File: src/rtl/mp1000_cart_ctrl.sv
// rtl/mp1000_cart_ctrl.sv - MP1000 cartridge loader and CPU read arbiter for a single-port cart RAM
module mp1000_cart_ctrl #(
    parameter int ADDR_W     = 14,
    parameter int CART_INDEX = 1
) (
    input  logic              clk_sys,
    input  logic              reset,
    input  logic              ioctl_download,
    input  logic [7:0]        ioctl_index,
    input  logic              ioctl_wr,
    input  logic [24:0]       ioctl_addr,
    input  logic [7:0]        ioctl_dout,
    input  logic              cpu_req,
    input  logic [ADDR_W-1:0] cpu_addr,
    output logic [7:0]        cpu_rdata,
    output logic              cpu_ack,
    output logic              cpu_hold,
    output logic [ADDR_W-1:0] mem_addr,
    output logic              mem_we,
    output logic [7:0]        mem_wdata,
    input  logic [7:0]        mem_rdata,
    output logic [ADDR_W:0]   cart_size,
    output logic              cart_valid,
    output logic              cart_overflow
);

    typedef enum logic [1:0] {S_IDLE, S_LOAD, S_FINISH, S_RUN} state_t;

    state_t            state_q, state_d;
    logic              hold_q, hold_d, valid_q, valid_d, ovf_q, ovf_d;
    logic              we_q, we_d, ack_q, ack_d, rd1_q, rd1_d, rd2_q, rd2_d;
    logic [ADDR_W-1:0] addr_q, addr_d, mask_q, mask_d, fill_mask;
    logic [7:0]        wdata_q, wdata_d, rdata_q, rdata_d;
    logic [ADDR_W:0]   size_q, size_d;
    logic [ADDR_W-1:0] size_m1;
    logic [25:0]       addr_p1;
    logic              cart_dl, in_range;
    logic              unused_idx;

    assign unused_idx = ^ioctl_index[7:6];
    assign cart_dl    = ioctl_download && (ioctl_index[5:0] == 6'(CART_INDEX));
    assign in_range   = ~|ioctl_addr[24:ADDR_W];
    assign addr_p1    = {1'b0, ioctl_addr} + 26'd1;
    assign size_m1    = ADDR_W'(size_q - 1'b1);

    // Smear size-1 rightwards to get the next power of two minus one.
    always_comb begin
        fill_mask = size_m1;
        for (int i = ADDR_W - 2; i >= 0; i--) begin
            fill_mask[i] = fill_mask[i] | fill_mask[i+1];
        end
        if (size_q == '0) fill_mask = '1;
    end

    always_comb begin
        state_d = state_q;
        valid_d = valid_q;
        size_d  = size_q;
        ovf_d   = ovf_q;
        mask_d  = mask_q;
        addr_d  = addr_q;
        wdata_d = wdata_q;
        rdata_d = rdata_q;
        we_d    = 1'b0;
        ack_d   = 1'b0;
        rd1_d   = 1'b0;
        rd2_d   = 1'b0;
        case (state_q)
            S_IDLE: state_d = cart_dl ? S_LOAD : S_RUN;
            S_LOAD: begin
                if (ioctl_wr) begin
                    if (in_range) begin
                        we_d    = 1'b1;
                        addr_d  = ioctl_addr[ADDR_W-1:0];
                        wdata_d = ioctl_dout;
                        if (addr_p1 > 26'(size_q)) size_d = addr_p1[ADDR_W:0];
                    end else begin
                        ovf_d = 1'b1;
                    end
                end
                if (!ioctl_download) state_d = S_FINISH;
            end
            S_FINISH: begin
                valid_d = (size_q != '0);
                mask_d  = fill_mask;
                state_d = S_RUN;
            end
            default: begin
                if (!cart_dl) begin
                    rd2_d = rd1_q;
                    if (rd2_q) begin
                        ack_d   = 1'b1;
                        rdata_d = valid_q ? mem_rdata : 8'hFF;
                    end
                    if (cpu_req && !rd1_q && !rd2_q && !ack_q) begin
                        rd1_d  = 1'b1;
                        addr_d = cpu_addr & mask_q;
                    end
                end
            end
        endcase
        // Load entry from IDLE or RUN drops any read in flight via the defaults above.
        if (cart_dl && (state_q == S_IDLE || state_q == S_RUN)) begin
            state_d = S_LOAD;
            valid_d = 1'b0;
            size_d  = '0;
            ovf_d   = 1'b0;
        end
        hold_d = (state_d != S_RUN);
    end

    always_ff @(posedge clk_sys or posedge reset) begin
        if (reset) begin
            state_q <= S_IDLE;
            hold_q  <= 1'b1;
            valid_q <= 1'b0;
            size_q  <= '0;
            ovf_q   <= 1'b0;
            mask_q  <= '1;
            addr_q  <= '0;
            wdata_q <= '0;
            rdata_q <= '0;
            we_q    <= 1'b0;
            ack_q   <= 1'b0;
            rd1_q   <= 1'b0;
            rd2_q   <= 1'b0;
        end else begin
            state_q <= state_d;
            hold_q  <= hold_d;
            valid_q <= valid_d;
            size_q  <= size_d;
            ovf_q   <= ovf_d;
            mask_q  <= mask_d;
            addr_q  <= addr_d;
            wdata_q <= wdata_d;
            rdata_q <= rdata_d;
            we_q    <= we_d;
            ack_q   <= ack_d;
            rd1_q   <= rd1_d;
            rd2_q   <= rd2_d;
        end
    end

    assign cpu_rdata     = rdata_q;
    assign cpu_ack       = ack_q;
    assign cpu_hold      = hold_q;
    assign mem_addr      = addr_q;
    assign mem_we        = we_q;
    assign mem_wdata     = wdata_q;
    assign cart_size     = size_q;
    assign cart_valid    = valid_q;
    assign cart_overflow = ovf_q;

endmodule

File: config.mk
export PLATFORM = sky130hd
export DESIGN_NAME = mp1000_cart_ctrl
export DESIGN_NICKNAME = d
export VERILOG_FILES = /design/src/rtl/mp1000_cart_ctrl.sv
export SDC_FILE = /design/constraint.sdc
export NUM_CORES = 1
export LEC_CHECK = 0
export CAP_MARGIN = 20
export CORE_MARGIN = 10
export CORE_UTILIZATION = 50
export DETAILED_ROUTE_END_ITERATION = 8
export MAX_ROUTING_LAYER = met4
export PLACE_DENSITY = 0.78
export SLEW_MARGIN = 20
export SYNTH_ARGS = -nofsm -noshare
export SYNTH_HDL_FRONTEND = slang
export SYNTH_SLANG_ARGS = --single-unit
File: constraint.sdc
create_clock -name clk_sys -period 3.7 [get_ports clk_sys]
set_input_delay 0.74 -clock clk_sys [delete_from_list [all_inputs] [get_ports clk_sys]]
set_output_delay 0.74 -clock clk_sys [all_outputs]
set_load 0.03 [all_outputs]
Yosys cells after proc, flatten, opt, wreduce, memory -nomap -nowiden:

Index checks and enable logic that the tools add are counted.

* word-level logic and storage cells: 102
* register bits after elaboration: 68

* multiplexer cells: 33
* bitwise gates (word level): 18
* reduce and logical (&&, ||, !) cells: 26
* $add $sub $neg: 2
* equal/unequal tests: 9
* order comparisons: 1

Operators with widths (number)
* 2-to-1 mux 15 bit: 5
* 2-to-1 mux 14 bit: 5
* case mux 14 bit (2 select lines): 1
* adder 25 x 1 -> 26 bit (second input constant): 1
* greater-than comparator 26 x 15 -> 1 bit: 1
* 2-to-1 mux 1 bit: 17
* zero test 15 bit: 1
* nonzero test 15 bit: 1
* AND 14 bit: 1
* subtractor 14 x 1 -> 14 bit (second input constant): 1
* OR 1 bit: 13
* nonzero test 2 bit: 6
* OR reduction 11 bit: 1
* AND reduction 3 bit: 3
* 2-to-1 mux 8 bit: 1
* equality test 6 x 1 -> 1 bit (second input constant): 1
* 2-to-1 mux 2 bit: 3
* != test 2 bit (second input constant): 3
* case mux 2 bit (3 select lines): 1
* logical AND 1 bit: 5
* AND reduction 5 bit: 1
* equality test 2 bit (second input constant): 2
* != test 2 x 1 -> 1 bit (second input constant): 2
* NOT 1 bit: 4
* 7 further kinds: 9

Longest topological paths before layout:

* depth in word-level cells: 15
* depth in mapped cells: 14
* mapped depth without buffers: 12

Least setup slack after synthesis:

Ideal clock, no wire load.

* path kind: input to register
* from: in ioctl_addr[2]
* to: reg size_q[0], in the netlist cart_size[0]
* data required time: 3.630 ns
* setup slack: 0.224 ns
* library setup time: 0.070 ns
* data arrival time: 3.406 ns
* cell stages on the path: 13
* cell sequence: buf_2 -> nand4_1 -> nor2_1 -> xor2_1 -> ha_1 -> a2111oi_0 -> o21ai_1 -> a221o_1 -> o21ai_1 -> clkbuf_1 -> clkbuf_1 -> nand4_1 -> nand3_1

* cells in the longest elaborated chain, start to end: 4

Ends and longest elaborated chain
* from (decl): RTL line 11 `input logic [24:0] ioctl_addr,`
* adder 25 x 1 -> 26 bit: RTL line 43 `assign addr_p1 = {1'b0, ioctl_addr} + 26'd1;`
* greater-than comparator 26 x 15 -> 1 bit: RTL line 76 `if (addr_p1 > 26'(size_q)) size_d = addr_p1[ADDR_W:0];`
* nonzero test 2 bit (no line)
* AND reduction 4 bit (no line)
* to (signal assigned): RTL line 131 `size_q <= size_d;`
* to (decl): RTL line 34 `logic [ADDR_W:0] size_q, size_d;`

No other way between the ends.
A chain may end at the register's enable or synchronous reset.

Worst setup path after layout:

* from: in ioctl_addr[6]
* to: reg size_q[13], in the netlist cart_size[13]

* cells in the longest elaborated chain, start to end: 6
* elaborated cells on any way between the ends: 9
* classes of those cells: add/sub: 1; order compare: 1; mux: 5; reduce/logical: 2

Ends and longest elaborated chain (RTL line)
* adder 25 x 1 -> 26 bit *: 43
* branches (longest 5 deep; another with greater-than comparator 26 x 15 -> 1 bit)

Mark *: on every way between the ends. The select of a mux whose other input is x is not followed.

==> flow_summary.json <==
{
  "grt_first_pass_wirelength_mm": 25.5,
  "crit_buf_inv": 2,
  "cts.htree.levels": 3,
  "crit_type": "input port to flop",
  "die_h_um": 116,
  "num_vias": 5045,
  "route.detailed.drc": 0,
  "synth_area_mm2": 0.00463,
  "max_stage_delay_ps": 580,
  "area_delta_synth_final_pct": 44.2,
  "numCtsBuffers": 9,
  "track_usage_pct": 24.5,
  "timing.hold.ws_ps": 484,
  "wl_met2_mm": 7.58,
  "ys_types": 65,
  "maxSlewViolCount": 0,
  "multi_input_area_mm2": 0.00291,
  "clock.fmax_mhz": 277,
  "hold_buffers": 0,
  "final_common_cell": "clkdlybuf4s50_1",
  "period_minus_slack_ps": 3610,
  "avgSynthCellArea_um2": 8.27,
  "portBuffers": 115,
  "cts_tree": "yes",
  "setup.worst_path.start": "ioctl_addr[6]",
  "report.final.setup_viol": 0,
  "crit-reg2reg-launch": "cart_size[7]",
  "fp.dieW_um": 116,
  "hold_viol": 0,
  "final.setup.tns_ps": 0,
  "drt-initial-drc-count": 479,
  "status": "finished, final reports clean",
  "synth-seq-cells": 68,
  "die-area_mm2": 0.0135,
  "routed_wl_mm": 16.5,
  "synth_ff_type": "dfrtp_1",
  "worstHoldPathType": "flop to flop",
  "core-area_mm2": 0.00911,
  "worstHoldStart": "mem_wdata[0]",
  "met3_wirelength_mm": 1.27,
  "highest_layer": "met4",
  "grt_max_degree": 41,
  "switching_power_mw": 1.20,
  "post-place-ws_ps": -437,
  "ioPinCount": 118,
  "crit_chain": "clkdlybuf4s50_1, nand4_1, nor2_2, buf_4, xor2_2, ha_1, a2111oi_4, o21ai_1, a221o_1, o21a_4, o311ai_2, nand3_1",
  "routedWlPerCell_um": 19.8,
  "fin_cells": 835,
  "required_ps": 3920,
  "routabilityCongestion": 0.958,
  "fin_nets": 809,
  "leakage_nw": 2.80,
  "grt_antenna_before_repair": 0,
  "clock_sink_count": 68,
  "crit_family": "compound AO/OA/AOI/OAI gates",
  "synth_edf_count": 0,
  "syn_nets": 650,
  "switching_share_pct": 40.6,
  "cp_data_arrival_time_ps": 3830,
  "period_share_pct": 97.6,
  "met1Wirelength_mm": 7.37,
  "worstMarginPinSlew_ps": 1060,
  "dp_hpwl_mm": 12.4,
  "start_util_pct": 50.9,
  "grt_pass1_vias": 4884,
  "grt-ovfl-total": 0,
  "first_pass_iters": 7,
  "clk_path_buf_depth": 2,
  "crit_path_end_kind": "flop",
  "seq_area_mm2": 0.00172,
  "relSlewSlack_pct": 29.2,
  "vdd_drop_max_uv": 308,
  "clock_skew_ps": 13.0,
  "root_buffer": "clkbuf_8",
  "post-route-util_pct": 73.3,
  "power.density_cell_area_mw_per_mm2": 442,
  "vias_per_cell": 6.04,
  "ant_nets": 0,
  "async_flop_share_pct": 100,
  "p_seq_share_pct": 33.7,
  "yosysWarnings": 0,
  "layout_common_cells": "clkdlybuf4s50_1, nand2_1, buf_4",
  "core.rowCount": 35,
  "cap_violations": 0,
  "clockPowerShare_pct": 21.3,
  "num_antenna_cells": 0,
  "clock_latency_ps": 350,
  "slowest_stage": "clkdlybuf4s50_1",
  "nFillCells": 735,
  "share_comb_of_total_power_pct": 45.0,
  "crit_fanout": 5,
  "ys_seq_area_share_pct": 37.1,
  "internal-power_mw": 1.76,
  "place_inst": 815,
  "syn_inst": 560,
  "clk_pin_slew_ps": 80,
  "startpoint_type": "input port",
  "drive_gt1_share_pct": 18.8,
  "postLayoutSetupSlackWorst_ps": 87.0
}
[through the flow]
step	instance area [um2]	power (mW)
floorplan	4630	1.74
global placement	6230	2.25
detailed placement	6230	2.31
CTS	6440	2.93
global route	6680	3.12
finish	6680	2.95
[power by group through the flow]
stage	registers, mW	logic [mW]	clock network, mW
6_report	0.995	1.33	0.629
5_1_grt	1.02	1.44	0.667
3_5_place_dp	1.01	1.30	0
2_1_floorplan	1.26	0.488	0
4_1_cts	0.997	1.31	0.628
3_3_place_gp	0.995	1.26	0
[routing by layer]
metal  up-vias  track usage (%)
met4         0             7.42
met3        26             5.24
met1      2431             32.7
li1       2361                -
met5         -                -
met2       227             36.5
[final cells by class]
class,count,area share (%)
Multi-Input combinational cell,438,43.6
Sequential cell,68,25.8
Timing Repair Buffer,177,24.3
Tap cell,111,2.08
Clock buffer,10,1.91
Inverter,25,1.41
Clock inverter,6,0.955
[logic make-up after synthesis]
kind of cell	Yosys count	synth area share (%)
and+or+nand+nor	262	28.3
muxes	2	0.432
xor gates and xnor gates	23	4.35
AOI/OAI and AO/OA	128	19.0
DFF	68	37.1
buffers and inverters	55	4.89
adders and majority gates	22	5.94
[state kept, by name (all words and copies together), names as in the netlist]
name and flops:
cart_overflow 1, cart_size 15, cart_valid 1, cpu_ack 1, cpu_hold 1, cpu_rdata 8
mask_q 14, mem_addr 14, mem_wdata 8, mem_we 1, rd1_q 1, rd2_q 1
state_q 2
[worst register-to-register path: stages, from the launching register on]
cell and delay (ps):
dfrtp_1 450, or3_1 480, nor4_1 650, mux2i_1 300, o2bb2ai_1 200, nor4_2 550
a21oi_1 150
[what timing repair did]
item                       4_1_cts  5_1_grt
setup endpoints to repair        8       15
pin swaps                        0        9
gates resized for setup          3       34
cloned                           0        1
setup buffers                    0        3
[cells in the mapped netlist (all sizes together) (3+ instances only)]
master  number  area, um2
nand2       84        315
nor3        10       50.1
nand3       43        215
nor4        10       75.1
dfrtp       53       1330
clkbuf      21       78.8
o21ai       32        164
xnor2       17        149
dfstp       15        394
buf          9       53.8
nor2b        9       56.3
o21a         3       22.5
xor2         6       52.6
inv         25       93.8
nand3b       4       30.0
and3         6       37.5
and4         3       26.3
o311ai       7       61.3
a311o        3       30.0
or4          5       41.3
or3          3       18.8
a211oi      17        173
nand4       29        188
nor2        44        165
ha          22        275
a31oi        9       56.3
or2          4       25.0
a21oi       32        160
o211ai       3       27.5
[path summary, 6_finish.rpt]
path / endpoint / slack, ps / cells past startpoint
worst max-delay path: cart_size[13] / 90 / 12
worst min register to register: mem_wdata[0] / 480 / 2
max in group asynchronous: cpu_hold / 2460 / 3
min in group asynchronous: mem_addr[3] / 770 / 3
worst min-delay path: mem_wdata[0] / 480 / 2
worst max register to register: mask_q[3] / 810 / 6
No activity file was read; power rests on OpenSTA's default activity.
